$ cat config.mk
export PLATFORM = sky130hd
export DESIGN_NAME = pre_decode_stage_flat
export DESIGN_NICKNAME = d
export VERILOG_FILES = /design/src/rtl/pre_decode_stage_if.sv /design/src/rtl/pre_decode_stage.sv /design/src/flat_wrapper.sv
export SDC_FILE = /design/constraint.sdc
export NUM_CORES = 1
export LEC_CHECK = 0
export CAP_MARGIN = 10
export CORE_ASPECT_RATIO = 1.25
export CORE_UTILIZATION = 46
export DETAILED_ROUTE_END_ITERATION = 12
export GPL_TIMING_DRIVEN = 0
export PLACE_DENSITY = 0.86
export SLEW_MARGIN = 10
export SYNTH_ARGS = -nofsm -noshare
export SYNTH_HDL_FRONTEND = slang
export SYNTH_SLANG_ARGS = --single-unit
$ cat constraint.sdc
create_clock -name clk -period 9.2 [get_ports clk]
set_clock_uncertainty 0.15 [all_clocks]
set_input_delay 1.84 -clock clk [delete_from_list [all_inputs] [get_ports clk]]
set_output_delay 1.84 -clock clk [all_outputs]
set_load 0.01 [all_outputs]
$ cat src/rtl/pre_decode_stage_if.sv
// ============================================================================
// Module      : pre_decode_stage_if
// Description : Fetch -> pre-decode -> decode handshake, bus and redirect bundle.
// Revision    : 1.0
// ============================================================================
`default_nettype none

interface pre_decode_stage_if;
    logic         FpD_valid;
    logic [74:0]  FpD_BUS;
    logic         pD_allowin;
    logic         flush_i;
    logic         D_allowin;
    logic         pDD_valid;
    logic [106:0] pDD_BUS;
    logic [32:0]  predict_BUS;

    modport master (
        output FpD_valid, FpD_BUS, flush_i, D_allowin,
        input  pD_allowin, pDD_valid, pDD_BUS, predict_BUS
    );

    modport slave (
        input  FpD_valid, FpD_BUS, flush_i, D_allowin,
        output pD_allowin, pDD_valid, pDD_BUS, predict_BUS
    );
endinterface

`default_nettype wire

$ cat src/rtl/pre_decode_stage.sv
// ============================================================================
// Module      : pre_decode_stage
// Description : Pipeline stage between fetch and decode that statically
//               predicts direct branches and redirects fetch once per entry.
// Revision    : 1.0
// ============================================================================
`default_nettype none

module pre_decode_stage #(
    parameter bit PREDICT_EN    = 1'b1,
    parameter bit BACKWARD_ONLY = 1'b1
) (
    input  wire logic         clk,
    input  wire logic         rstn,
    pre_decode_stage_if.slave pd
);

    logic        pd_valid;
    logic        predicted;
    logic [74:0] bus_q;

    logic        allowin;
    logic        capture;
    logic        predict_taken;

    logic [31:0] pc;
    logic [31:0] inst;
    logic        ex;
    logic [7:0]  ecode;
    logic        esubcode;
    logic [5:0]  opc;

    logic        is_b;
    logic        is_cond;
    logic        is_branch;
    logic        cond;
    logic [31:0] offs;
    logic [31:0] target;
    logic [31:0] br_target;
    logic        pred_taken;
    logic        unused_pc_en;

    assign pc           = bus_q[74:43];
    assign inst         = bus_q[42:11];
    assign unused_pc_en = bus_q[10];
    assign ex           = bus_q[9];
    assign ecode        = bus_q[8:1];
    assign esubcode     = bus_q[0];
    assign opc          = inst[31:26];

    // The stage never stalls on its own, so it can take a new entry whenever
    // it is empty or its occupant is leaving.
    assign allowin = !pd_valid || pd.D_allowin;
    assign capture = allowin && pd.FpD_valid && !pd.flush_i;

    always_comb begin
        is_b    = (opc == 6'b010100) || (opc == 6'b010101);
        is_cond = (opc >= 6'b010110) && (opc <= 6'b011011);
        offs    = 32'd0;
        if (is_b) begin
            offs = {{4{inst[9]}}, inst[9:0], inst[25:10], 2'b00};
        end else if (is_cond) begin
            offs = {{14{inst[25]}}, inst[25:10], 2'b00};
        end
        is_branch = is_b || is_cond;
        target    = pc + offs;
        br_target = is_branch ? target : 32'd0;
        cond      = is_b || (is_cond && (offs[31] || !BACKWARD_ONLY));
    end

    assign pred_taken    = PREDICT_EN && cond && !ex;
    assign predict_taken = pred_taken && pd_valid && !predicted && !pd.flush_i;

    assign pd.pD_allowin  = allowin;
    assign pd.pDD_valid   = pd_valid && !pd.flush_i;
    assign pd.pDD_BUS     = {pc, inst, pred_taken, br_target, ex, ecode, esubcode};
    assign pd.predict_BUS = {predict_taken, br_target};

    always_ff @(posedge clk) begin
        if (!rstn) begin
            pd_valid  <= 1'b0;
            predicted <= 1'b0;
            bus_q     <= 75'd0;
        end else begin
            if (pd.flush_i) begin
                pd_valid <= 1'b0;
            end else if (allowin) begin
                pd_valid <= pd.FpD_valid;
            end

            // A newly captured entry owns its own one-shot redirect.
            if (capture) begin
                bus_q     <= pd.FpD_BUS;
                predicted <= 1'b0;
            end else if (predict_taken) begin
                predicted <= 1'b1;
            end
        end
    end

endmodule

`default_nettype wire

$ cat src/flat_wrapper.sv
// flat-port wrapper written by rule: the top's interface ports become plain ports
module pre_decode_stage_flat 
#(
    parameter bit PREDICT_EN    = 1'b1,
    parameter bit BACKWARD_ONLY = 1'b1
)
  (clk, rstn, pd_FpD_valid, pd_FpD_BUS, pd_flush_i, pd_D_allowin, pd_pD_allowin, pd_pDD_valid, pd_pDD_BUS, pd_predict_BUS);
  pre_decode_stage_if pd_i ();
  input  wire logic clk;
  input  wire logic rstn;
  input wire logic [$bits(pd_i.FpD_valid)-1:0] pd_FpD_valid;
  input wire logic [$bits(pd_i.FpD_BUS)-1:0] pd_FpD_BUS;
  input wire logic [$bits(pd_i.flush_i)-1:0] pd_flush_i;
  input wire logic [$bits(pd_i.D_allowin)-1:0] pd_D_allowin;
  output wire logic [$bits(pd_i.pD_allowin)-1:0] pd_pD_allowin;
  output wire logic [$bits(pd_i.pDD_valid)-1:0] pd_pDD_valid;
  output wire logic [$bits(pd_i.pDD_BUS)-1:0] pd_pDD_BUS;
  output wire logic [$bits(pd_i.predict_BUS)-1:0] pd_predict_BUS;
  assign pd_i.FpD_valid = pd_FpD_valid;
  assign pd_i.FpD_BUS = pd_FpD_BUS;
  assign pd_i.flush_i = pd_flush_i;
  assign pd_i.D_allowin = pd_D_allowin;
  assign pd_pD_allowin = pd_i.pD_allowin;
  assign pd_pDD_valid = pd_i.pDD_valid;
  assign pd_pDD_BUS = pd_i.pDD_BUS;
  assign pd_predict_BUS = pd_i.predict_BUS;
  pre_decode_stage #(.PREDICT_EN(PREDICT_EN), .BACKWARD_ONLY(BACKWARD_ONLY)) u_core (.clk(clk), .rstn(rstn), .pd(pd_i));
endmodule
# Yosys cells after proc, flatten, opt, wreduce, memory -nomap -nowiden
# Index checks and enable logic that the tools add are counted.
totals:
  out_inout_bits: 142
  elab_cells: 31
  ff_bits: 77
  inputBits: 80
classes:
  reduce_logical: 19
  eq_ne: 2
  bitwise_logic: 1
  muxes: 3
  addsub: 1
  order_cmp: 2
ops:
  columns: ["operator", "n"]
  rows:
  - ["$mux 32", 3]
  - ["$add 32x32->32", 1]
  - ["$eq 6x5->1 const B", 2]
  - ["$logic_and 1x1->1", 9]
  - ["$ge 6x5->1 const B", 1]
  - ["$le 6x5->1 const B", 1]
  - ["$logic_not 1->1", 4]
  - ["$logic_or 1x1->1", 4]
  - ["$reduce_or 2->1", 2]
  - ["$not 1->1", 1]

# Longest topological paths before layout
depth:
  depth_word: 10
  mapped_depth: 16
  ltp_nobuf: 12

# Least setup slack after synthesis
# Ideal clock, no wire load.
synth_path:
  kind: "register to output"
  startpoint: "register u_core.bus_q[42]"
  endpoint: "output pd_predict_BUS[31]"
  required_ns: 7.210
  setup_slack_ns: 3.630
  path_stages_with_launch: 16
  arrival_time_ns: 3.580
  n_path_buf: 3
  path_cell_list: "dfxtp_1 nand2b_1 or4b_1 a21o_1 clkbuf_1 nor2_1 ha_1 buf_2 a21oi_2 o21bai_1 a21o_1 a221o_1 a31o_2 or4_1 nand2_1 buf_4"
synth_via:
  elab_chain_cells: 6
  elab_cells_between_ends: 11
  cone_classes: "add/sub: 1; order compare: 2; eq/ne: 2; mux: 3; reduce/logical: 3"
synth_lines:
  columns: ["element", "line_no", "rtl"]
  rows:
  - ["from (decl)", "pre_decode_stage.sv:20", "logic [74:0] bus_q;"]
  - ["from (signal assigned)", "pre_decode_stage.sv:93", "bus_q <= pd.FpD_BUS;"]
  - ["$ge 6x5->1 or $le 6x5->1 (tied branches)", "pre_decode_stage.sv:58", "is_cond = (opc >= 6'b010110) && (opc <= 6'b011011);"]
  - ["$logic_and 1x1->1", "pre_decode_stage.sv:58", null]
  - ["$mux 32", "pre_decode_stage.sv:62", "end else if (is_cond) begin"]
  - ["$mux 32", "pre_decode_stage.sv:60", "if (is_b) begin"]
  - ["$add 32x32->32", "pre_decode_stage.sv:66", "target = pc + offs;"]
  - ["$mux 32 (*)", "pre_decode_stage.sv:67", "br_target = is_branch ? target : 32'd0;"]
  - ["to (decl)", "flat_wrapper.sv:18", "output wire logic [$bits(pd_i.predict_BUS)-1:0] pd_predict_BUS;"]
# Mark *: on every way between the ends. The rest lies on a longest branch, timed or not.

# Final worst setup path
layout_path:
  startpoint: "register u_core.bus_q[42]"
  endpoint: "output pd_predict_BUS[28]"
# The elaborated chain is that of the path after synthesis.

==> results.cfg <==
[critical_path]
reg2reg_from = u_core.pd_valid
path_class = reg2out
end_kind = output pin
cp_max_fo = 10
arrival_ns = 5.05
reg2reg_depth = 7
path_cells = nand2b_1 -> nor2_1 -> clkbuf_1 -> and2_1 -> ha_1 -> fa_1 -> nand3_1 -> a211oi_1 -> nor2_1 -> o21ai_0 -> a31oi_1 -> o21ai_0 -> mux2i_1 -> buf_4 -> clkdlybuf4s50_1
setup.worst_path.start_class = register
r2r_slack_ns = 6.99
required_ns = 7.21
reg2reg_to = u_core.bus_q[60]
cp_slowest_stage_delay_ns = 0.56
critPathSlowestCell = nor2_1

[yosys]
syn_inst = 671
synth_top_area_share = 0.2986
synth_area_leaders = dfxtp_1 (30%), nand2_1 (13%), a21boi_0 (11%), ha_1 (8.6%), buf_4 (5.2%)
yosys.area.top_type = dfxtp_1
ys_seq_elements = 76
synth_ff_type = dfxtp_1
avgSynthCellArea_um2 = 7.595
synth_area_mm2 = 0.005096
syn-num-nets = 787
ys_seq_area_frac = 0.2986
synth_warnings = 0
yosysUniqueCellTypes = 55
async_reset_ff_frac = 0
synth_edf_count = 0

[routing]
viasPerCell = 5.268
ant_nets = 0
wl_per_cell_um = 16.08
drc_errors = 0
initialDrtViolationCount = 188
routed_wirelength_um = 16690
via_count = 5468
firstDrtPassIters = 5

[clock_tree]
ctsLongestPathBuffers = 2
cts_buffers = 9
cts_num_sinks = 76
cts-root-buf = clkbuf_16
cts_setup_buffers = 0
cts_resized = 0
cts_tree = yes
htreeDepth = 3
cts_hold_buf = 0
clkTransAtPathRegs_ns = 0.06
insertion_delay_ns = 0.34

[floorplanning]
die_h_um = 119.7
io-pin-count = 222
dieArea_mm2 = 0.01151
initial_utilization = 0.4777
rows = 42
core_mm2 = 0.01067
die_x_um = 96.14

[outcome]
status = finished, final reports clean

[placement]
place_congestion = 0.8976
placement.io_buffers = 219
dp_hpwl_um = 13550

[layout]
mostFrequentLayoutCells = clkdlybuf4s50_1 (219), nand2_1 (171), dfxtp_1 (76), a21boi_0 (75), nor2_1 (54)
layout.nets = 1017
antenna_cells = 0
final_util = 0.7272
drive_gt1_frac = 0.07726
area_growth_pct = 52.22
final_common_cell = clkdlybuf4s50_1

[min_path]
holdCritStartpoint = u_core.bus_q[3]
hold_path.class = reg2reg
min_to = u_core.bus_q[3]
hold_depth = 2

[timing]
worst_pin_slew_ns = 0.6935
post-route-period-util = 0.7651
final_max_slew_viol_count = 0
layout_min_cycle_time_ns = 7.039
hold_viol_final = 0
setup_viol_count_final = 0
fmax_mhz = 142.1
fin_tns_setup_ns = 0
rsz0062_at_grt = false
relSlewSlack = 0.5359

[global_routing]
gr-total-overflow = 0
busiest_layer = met2
grt_pass1_vias = 5430
track_usage = 0.2996
use_met3 = 0.04943
use_met2 = 0.5204
use_met1 = 0.3502
grt_max_degree = 13
grt_pass1_wl_um = 26500
antenna_found_initial = 0

[run]
drv_cap = 0

[power]
powerDensity_mw_per_mm2 = 111.1
p_leak_nw = 3.166
ir_drop_uv = 106.8
[per-layer routing]
layer	part of all wire	wire, um
met1	0.40	6647
met2	0.51	8522
met4	0.030	494
met3	0.062	1029
met5	0	0
[layout make-up]
type	instances	area, um^2
fillers	838	2910
plain buffers	71	405.4
clock buffers	12	256.5
flip-flops and latches	76	1521
multi-input cells	513	3128
well taps	132	165.2
inverters	11	41.29
clock inverters	4	47.55
repair buffers	219	2192
[flip-flops by register name, summed over array words and instances, names as in the netlist]
| name | cells |
|---|---|
| u_core.pd_valid | 1 |
| u_core.predicted | 1 |
| u_core.bus_q | 74 |
[stage by stage]
stage | cells | power [mW] | cell area, um^2 | hold WS, ns | setup WS (ns)
detailed placement | 1022 | 0.5028 | 7453 | 0.3096 | 2.698
global route | 1038 | 0.8893 | 7757 | 0.3371 | 1.879
floorplan | 671 | 0.4189 | 5096 | 0.3223 | 3.630
global placement | 1022 | 0.4994 | 7453 | 0.3016 | 2.787
finish | 1038 | 0.8617 | 7757 | 0.3141 | 2.161
CTS | 1038 | 0.8642 | 7757 | 0.3179 | 2.302
[critical path, delay by kind of cell (launching register included)]
kind / cells / cell delay (ns)
multiplexers: 1 / 0.26
adder cells (fa/ha/maj): 2 / 0.45
AO/OA/AOI/OAI: 4 / 1.39
AND/OR/NAND/NOR: 5 / 1.20
buffers and inverters: 3 / 1.07
flip-flops: 1 / 0.32
[cells by family after synthesis]
family / after synthesis / share of synthesized area
compound gates: 169 / 0.2399
xor+xnor: 23 / 0.03953
fa+ha+maj: 36 / 0.08986
buf+inv: 82 / 0.08765
flops: 76 / 0.2986
mux: 2 / 0.003928
simple gates: 283 / 0.2406
[report_power, final]
part / total [mW] / internal, mW / switching [mW] / leakage [nW]
Clock: 0.365 / 0.224 / 0.141 / 0.149
Sequential: 0.358 / 0.345 / 0.0130 / 0.621
Combinational: 0.139 / 0.0773 / 0.0620 / 2.40
Total: 0.862 / 0.646 / 0.216 / 3.17
[synth_stat cells (2+ instances only)]
master and instances:
nand2_1 171, and4_1 2, nand4_1 5, xor2_1 8, xnor2_1 15, mux2i_1 2
clkbuf_1 28, ha_1 35, inv_1 11, o21ai_0 9, clkbuf_2 2, a31oi_1 5
buf_2 4, dfxtp_1 76, a21o_2 3, o21bai_1 7, nor2_1 54, a31o_2 2
nor3b_1 2, a21boi_0 75, and2_1 20, a21o_1 17, o211ai_1 2, buf_1 2
a21oi_1 26, a211oi_1 3, o21a_1 5, a221o_1 2, nor2b_1 2, o211a_1 2
nor3_1 6, nor3_2 2, nand2b_1 3, and3_1 4, nand3_1 5, buf_4 35
[how the worst max path moves through the flow]
stage	from	endpoint	slack (ns)	cells past startpoint
final	u_core.bus_q[42]	pd_predict_BUS[28]	2.16	15
after global routing	u_core.bus_q[42]	pd_predict_BUS[28]	1.88	15
after CTS	u_core.bus_q[42]	pd_predict_BUS[28]	2.30	15
after detailed placement	u_core.bus_q[42]	pd_predict_BUS[28]	2.70	15
after global placement	u_core.bus_q[42]	pd_predict_BUS[28]	2.79	15
after floorplan	u_core.bus_q[42]	pd_predict_BUS[31]	3.63	15
No activity file was read; power rests on OpenSTA's default activity.
